[config.mk]
export PLATFORM = sky130hd
export DESIGN_NAME = itype_exec_pipe_flat
export DESIGN_NICKNAME = d
export VERILOG_FILES = /design/src/rtl/itype_exec_pipe_if.sv /design/src/rtl/itype_exec_pipe.sv /design/src/flat_wrapper.sv
export SDC_FILE = /design/constraint.sdc
export NUM_CORES = 2
export LEC_CHECK = 0
export BUFFER_PORTS_ARGS = -buffer_cell sky130_fd_sc_hd__buf_2
export CELL_PAD_IN_SITES_DETAIL_PLACEMENT = 0
export CELL_PAD_IN_SITES_GLOBAL_PLACEMENT = 1
export CORE_MARGIN = 1
export CORE_UTILIZATION = 45
export CTS_CLUSTER_DIAMETER = 60
export DETAILED_ROUTE_END_ITERATION = 8
export PLACE_DENSITY_LB_ADDON = 0.1
export SLEW_MARGIN = 20
export SYNTH_ARGS = -nofsm -noshare
export SYNTH_HDL_FRONTEND = slang
export SYNTH_SLANG_ARGS = --single-unit
[constraint.sdc]
create_clock -name clk -period 105.1 [get_ports clk]
set_clock_uncertainty 0.15 [all_clocks]
set_input_delay 10.51 -clock clk [delete_from_list [all_inputs] [get_ports clk]]
set_output_delay 10.51 -clock clk [all_outputs]
set_load 0.05 [all_outputs]
[src/rtl/itype_exec_pipe_if.sv]
// Handshake bundle for the I-type execute pipe: an instruction stream in,
// a result/status/destination stream out.
interface itype_exec_pipe_if #(
    parameter int DATA_W = 32,
    parameter int REG_AW = 5
);
    logic              in_valid;
    logic              in_ready;
    logic [31:0]       instr;
    logic              out_valid;
    logic              out_ready;
    logic [DATA_W-1:0] result;
    logic [7:0]        status;
    logic [REG_AW-1:0] wb_addr;

    modport master (
        output in_valid, instr, out_ready,
        input  in_ready, out_valid, result, status, wb_addr
    );

    modport slave (
        input  in_valid, instr, out_ready,
        output in_ready, out_valid, result, status, wb_addr
    );
endinterface

[src/rtl/itype_exec_pipe.sv]
// Two-stage MIPS I-type ALU pipe with a private register file. S1 holds the
// decoded instruction, execute is combinational out of S1, and S2 holds the
// result until the downstream consumer takes it. The register write happens
// on the output handshake, so S2 doubles as the bypass source.
module itype_exec_pipe #(
    parameter int DATA_W     = 32,
    parameter int REG_AW     = 5,
    parameter int RESET_REGS = 1
) (
    input  logic               clk,
    input  logic               reset,
    itype_exec_pipe_if.slave   bus
);
    localparam int NREGS = 2 ** REG_AW;

    typedef struct packed {
        logic [DATA_W-1:0] result;
        logic [7:0]        status;
        logic [REG_AW-1:0] wb;
        logic              we;
    } s2_t;

    logic [DATA_W-1:0] regs [NREGS];

    logic              s1_valid;
    logic [5:0]        s1_op;
    logic [REG_AW-1:0] s1_rs, s1_rt;
    logic [DATA_W-1:0] s1_imm;

    logic s2_valid;
    s2_t  s2, ex;

    logic [5:0]        in_op;
    logic [15:0]       in_imm;
    logic signed [31:0] in_lui;
    logic [DATA_W-1:0] in_ext;

    logic              s1_adv, accept, out_fire, wr_en;
    logic [DATA_W-1:0] op_a;
    logic [DATA_W:0]   sum;
    logic              legal, ovf, carry, supp;

    assign s1_adv      = s1_valid & (!s2_valid | (bus.out_valid & bus.out_ready));
    assign bus.in_ready = !s1_valid | s1_adv;
    assign accept      = bus.in_valid & bus.in_ready;
    assign out_fire    = s2_valid & bus.out_ready;
    assign wr_en       = out_fire & s2.we;

    assign bus.out_valid = s2_valid;
    assign bus.result    = s2.result;
    assign bus.status    = s2.status;
    assign bus.wb_addr   = s2.wb;

    assign in_op  = bus.instr[31:26];
    assign in_imm = bus.instr[15:0];
    assign in_lui = {in_imm, 16'h0000};

    // Immediate extension is decided at capture so execute sees a ready operand.
    always_comb begin
        in_ext = DATA_W'(in_imm);
        case (in_op)
            6'h08, 6'h09, 6'h0A, 6'h0B: in_ext = DATA_W'($signed(in_imm));
            6'h0F:                      in_ext = DATA_W'(in_lui);
            default:                    in_ext = DATA_W'(in_imm);
        endcase
    end

    // Stage 1 capture; drains into S2 when S2 is free or being emptied.
    always_ff @(posedge clk or posedge reset) begin
        if (reset) begin
            s1_valid <= 1'b0;
            s1_op    <= '0;
            s1_rs    <= '0;
            s1_rt    <= '0;
            s1_imm   <= '0;
        end else if (accept) begin
            s1_valid <= 1'b1;
            s1_op    <= in_op;
            s1_rs    <= bus.instr[21 +: REG_AW];
            s1_rt    <= bus.instr[16 +: REG_AW];
            s1_imm   <= in_ext;
        end else if (s1_adv) begin
            s1_valid <= 1'b0;
        end
    end

    // Execute: operand fetch with S2 bypass, ALU, flags and write enable.
    always_comb begin
        op_a = (s1_rs == '0) ? '0 : regs[s1_rs];
        if (s2_valid && s2.we && s2.wb == s1_rs && s1_rs != '0)
            op_a = s2.result;
        sum   = {1'b0, op_a} + {1'b0, s1_imm};
        legal = (s1_op[5:3] == 3'b001);
        ovf   = 1'b0;
        carry = 1'b0;
        ex    = '0;
        case (s1_op)
            6'h08, 6'h09: begin
                ex.result = sum[DATA_W-1:0];
                carry     = sum[DATA_W];
                ovf       = (op_a[DATA_W-1] == s1_imm[DATA_W-1]) &&
                            (sum[DATA_W-1] != op_a[DATA_W-1]);
            end
            6'h0A:   ex.result = DATA_W'($signed(op_a) < $signed(s1_imm));
            6'h0B:   ex.result = DATA_W'(op_a < s1_imm);
            6'h0C:   ex.result = op_a & s1_imm;
            6'h0D:   ex.result = op_a | s1_imm;
            6'h0E:   ex.result = op_a ^ s1_imm;
            6'h0F:   ex.result = s1_imm;
            default: ex.result = '0;
        endcase
        // Only signed ADDI drops its write on overflow; ADDIU just reports it.
        supp      = !legal || (s1_op == 6'h08 && ovf);
        ex.we     = (s1_rt != '0) && !supp;
        ex.wb     = s1_rt;
        ex.status = {2'b00, supp, !legal, ovf, carry,
                     ex.result[DATA_W-1], (ex.result == '0)};
    end

    // Stage 2 holds while stalled, reloads or empties on the output handshake.
    always_ff @(posedge clk or posedge reset) begin
        if (reset) begin
            s2_valid <= 1'b0;
            s2       <= '0;
        end else if (s1_adv) begin
            s2_valid <= 1'b1;
            s2       <= ex;
        end else if (out_fire) begin
            s2_valid <= 1'b0;
        end
    end

    generate
        if (RESET_REGS != 0) begin : g_rf_rst
            // Register file with reset clear; written as the result leaves S2.
            always_ff @(posedge clk or posedge reset) begin
                if (reset) begin
                    for (int i = 0; i < NREGS; i++) regs[i] <= '0;
                end else if (wr_en) begin
                    regs[s2.wb] <= s2.result;
                end
            end
        end else begin : g_rf
            // Register file without reset; written as the result leaves S2.
            always_ff @(posedge clk) begin
                if (wr_en) regs[s2.wb] <= s2.result;
            end
        end
    endgenerate
endmodule

[src/flat_wrapper.sv]
// flat-port wrapper written by rule: the top's interface ports become plain ports
module itype_exec_pipe_flat 
#(
    parameter int DATA_W     = 32,
    parameter int REG_AW     = 5,
    parameter int RESET_REGS = 1
)
  (clk, reset, bus_in_valid, bus_instr, bus_out_ready, bus_in_ready, bus_out_valid, bus_result, bus_status, bus_wb_addr);
  itype_exec_pipe_if #(.DATA_W(DATA_W), .REG_AW(REG_AW)) bus_i ();
  input  logic clk;
  input  logic reset;
  input wire logic [$bits(bus_i.in_valid)-1:0] bus_in_valid;
  input wire logic [$bits(bus_i.instr)-1:0] bus_instr;
  input wire logic [$bits(bus_i.out_ready)-1:0] bus_out_ready;
  output wire logic [$bits(bus_i.in_ready)-1:0] bus_in_ready;
  output wire logic [$bits(bus_i.out_valid)-1:0] bus_out_valid;
  output wire logic [$bits(bus_i.result)-1:0] bus_result;
  output wire logic [$bits(bus_i.status)-1:0] bus_status;
  output wire logic [$bits(bus_i.wb_addr)-1:0] bus_wb_addr;
  assign bus_i.in_valid = bus_in_valid;
  assign bus_i.instr = bus_instr;
  assign bus_i.out_ready = bus_out_ready;
  assign bus_in_ready = bus_i.in_ready;
  assign bus_out_valid = bus_i.out_valid;
  assign bus_result = bus_i.result;
  assign bus_status = bus_i.status;
  assign bus_wb_addr = bus_i.wb_addr;
  itype_exec_pipe #(.DATA_W(DATA_W), .REG_AW(REG_AW), .RESET_REGS(RESET_REGS)) u_core (.clk(clk), .reset(reset), .bus(bus_i));
endmodule
==> flow_metrics.env <==
export IMPL_cts_max_path_buffers=3
export IMPL_row_count=127
export IMPL_die_y_um=351.1
export IMPL_crit_top_cell="buf_2"
export IMPL_sequentialPowerShare=0.429
export IMPL_slowest_delay_ps=270
export IMPL_tns_ps=0
export IMPL_crit_family="buffers and inverters"
export IMPL_wl_per_cell_um=30.18
export IMPL_cp_cell_sequence="buf_2 -> nand3b_1 -> buf_2"
export IMPL_syn_cell_area_um2=54830
export IMPL_slew_headroom=0.2061
export IMPL_whs_ps=348.1
export IMPL_ys_ff_latch=1117
export IMPL_drive_above_1_share=0.4455
export IMPL_worst_ep_required_time_ps=94440
export IMPL_intPower_uw=780.0
export IMPL_comb_power_share=0.145
export IMPL_wl_um=168500
export IMPL_ctsHoldBuffers=0
export IMPL_drv_cap=0
export IMPL_holdCritStartpoint="u_core.regs[671]"
export IMPL_dp_hpwl_um=97350
export IMPL_grt_start_max_net_pins=156
export IMPL_overflow=0
export IMPL_yosysTopAreaCell="dfrtp_1"
export IMPL_synth_edff_count=0
export IMPL_insertion_delay_ps=770
export IMPL_drt_pass1_iter_count=5
export IMPL_portBuffers=80
export IMPL_fin_crit_ps=21810
export IMPL_gp_congestion=0.8988
export IMPL_r2r_slack_ps=96300
export IMPL_h_tree_depth=4
export IMPL_ant_nets=0
export IMPL_hold_viol=0
export IMPL_synth_async_reset_ratio=1.000
export IMPL_r2r_start="u_core.s1_rs[0]"
export IMPL_drt_initial_drc_count=2546
export IMPL_cp_max_fo=3
export IMPL_cts_buffers=130
export IMPL_final_common_cell="dfrtp_1"
export IMPL_final_nets=4002
export IMPL_path_clk_slew_ps=50
export IMPL_sw_frac_of_total=0.2805
export IMPL_syn_inst=3952
export IMPL_synth_cell_types=85
export IMPL_status="complete, no violations"
export IMPL_hold_class="reg2reg"
export IMPL_drv_slew=0
export IMPL_cts_sinks=1117
export IMPL_leakagePower_nw=29.13
export IMPL_hold_end="u_core.regs[671]"
export IMPL_rsz0062_at_grt="false"
export IMPL_drc=0
export IMPL_cp_slowest_cell="buf_2"
export IMPL_path_buf_inv=2
export IMPL_n_fill_cell=10160
export IMPL_clockRootBuffer="clkbuf_16"
export IMPL_syn_avg_cell_area_um2=13.87
export IMPL_holdPathStages=1
export IMPL_dieWidth_um=351.1
export IMPL_via_per_inst=6.179
export IMPL_vias=34500
export IMPL_end_kind="primary output"
export IMPL_antenna_found_initial=4
export IMPL_grt_pass1_vias=36430
export IMPL_grt_pass1_wl_um=248900
export IMPL_post_cts_buffers=0
export IMPL_yosysWarnings=0
export IMPL_core_region_area_um2=120300
export IMPL_finalCritPeriodShare=0.2075
export IMPL_cp_depth=3
export IMPL_tightestPinTransition_ps=1178
export IMPL_yosysTopAreaCellShare=0.5098
export IMPL_synth_seq_area_share=0.5098
export IMPL_ios=83
export IMPL_power_total_mw=1.084
export IMPL_syn2layout_area_growth_pct=11.32
export IMPL_cts_repair_resized=0
export IMPL_synth_area_leaders="dfrtp_1 51%, mux2_2 22%, mux4_2 9.6%"
export IMPL_fmax_ghz=0.04585
export IMPL_cp_data_arrival_time_ps=11150
export IMPL_rr_worst_depth=18
export IMPL_clkPwrFrac=0.425
export IMPL_startpoint_type="primary input"
export IMPL_finalSetupViolations=0
export IMPL_ir_drop_mv=0.01681
export IMPL_grtUsageTotal=0.2781
export IMPL_tritoncts="built"
export IMPL_final_cell_mix="1110 x dfrtp_1, 1073 x mux2_2, 234 x mux4_2, 134 x clkbuf_16, 119 x nand2_1"
export IMPL_powerDensity_nw_per_um2=17.76
export IMPL_r2r_end="u_core.bus.status[0]"
export IMPL_worst_setup_path_type="in2out"
export IMPL_power_switching_uw=304.0
export IMPL_initial_utilization=0.4558
export IMPL_synth_ff_type="dfrtp_1"
export IMPL_dieArea_um2=123200
==> layer usage <==
layer	up-vias	wire (um)	GRT usage
met1	18770	77140	0.4006
li1	14410	-	-
met4	0	5129	0.09438
met2	1040	76920	0.4243
met5	-	0	0
met3	285	9349	0.04870
==> power by group through the flow <==
stage / Clock, mW / Sequential [mW] / Combinational [mW]
global placement: 0 / 0.471 / 0.154
global route: 0.489 / 0.468 / 0.169
floorplan: 0 / 0.465 / 0.116
CTS: 0.471 / 0.465 / 0.158
detailed placement: 0 / 0.473 / 0.157
finish: 0.461 / 0.466 / 0.158
==> sequential cells by signal, indices dropped and copies added, names as in the netlist <==
signal	cells
u_core.s1_valid	1
u_core.regs	1024
u_core.bus.result	31
u_core.s2	1
u_core.s1_rt	5
u_core.bus.status	6
u_core.s1_op	6
u_core.bus.wb_addr	5
u_core.s1_rs	5
u_core.bus.out_valid	1
u_core.s1_imm	32
==> kinds of logic (layout without fill, tap and decap cells) <==
group | after synthesis | in the layout | share of synthesized area
multiplexers | 1414 | 1414 | 0.3360
flip-flops | 1117 | 1117 | 0.5098
buffers and inverters | 489 | 505 | 0.03827
AO/OA/AOI/OAI | 425 | 425 | 0.05600
AND/OR/NAND/NOR | 390 | 390 | 0.03448
adder cells (fa/ha/maj) | 97 | 97 | 0.02227
XOR/XNOR | 19 | 19 | 0.003035
other | 1 | 5 | 0.00006840
==> worst register-to-register path: stages (launching register included) <==
cell	delay, ps
dfrtp_4	860
buf_12	570
buf_12	670
buf_4	780
mux4_2	660
mux4_2	530
mux2i_1	310
o21ai_0	480
ha_1	510
nand4_1	140
or4_1	620
a31oi_1	230
o211ai_1	220
a2111oi_0	430
nand4bb_1	210
nor4_1	610
nand4_1	280
nor4_1	330
a22o_1	180
==> how the worst max path moves through the flow <==
stage	startpoint	to	slack (ps)
floorplan	reset	u_core.bus.out_valid	62990
global placement	bus_out_ready	bus_in_ready	83300
detailed placement	bus_out_ready	bus_in_ready	83300
CTS	bus_out_ready	bus_in_ready	83310
global route	bus_out_ready	bus_in_ready	83270
finish	bus_out_ready	bus_in_ready	83290
==> per-stage QoR <==
step / area (um^2) / utilization / worst slack, ps / std cells
floorplan: 54830 / - / 62990 / 3953
global placement: 56570 / 0.4702 / 83300 / 5348
detailed placement: 56570 / 0.4703 / 83300 / 5348
CTS: 60980 / 0.5069 / 83310 / 5580
global route: 61030 / 0.5073 / 83270 / 5581
finish: 61030 / 0.5074 / 83290 / 5584
==> cell type report <==
cell class                 instances  area (um^2)  area share
clock inverter                    37        506.7    0.008302
antenna                            3        7.507   0.0001230
tap                             1612         2017     0.03305
sequential                      1117        27970      0.4583
multi-input combinational       2347        25010      0.4098
timing repair buffer             183         1271     0.02083
clock buffer                     195         3902     0.06394
inverter                          90        345.3    0.005658
==> synth_stat cells, types with 5 or more instances <==
cell / count
mux2i_1: 107
o2111ai_1: 6
nor3b_1: 6
o211a_1: 5
a221oi_1: 22
dfrtp_1: 1117
a22o_1: 27
nand3b_1: 6
o211ai_1: 13
mux4_2: 234
nand4_1: 14
and3b_1: 5
a22oi_1: 14
ha_1: 96
buf_2: 36
a211oi_1: 8
nand2b_1: 16
o221ai_1: 35
xnor2_1: 10
buf_1: 64
nor2_1: 104
xor2_1: 9
a31oi_1: 13
o21bai_1: 8
o22ai_1: 22
o31ai_1: 34
clkbuf_1: 244
mux2_2: 1073
o21a_1: 5
a21o_1: 6
nand2_1: 136
a221o_1: 18
o21ai_0: 63
a21oi_1: 78
nor4_1: 6
nor3_1: 30
buf_4: 52
nor2b_1: 16
inv_1: 90
or4_1: 7
nand3_1: 12
(Power assumes the default switching activity.)
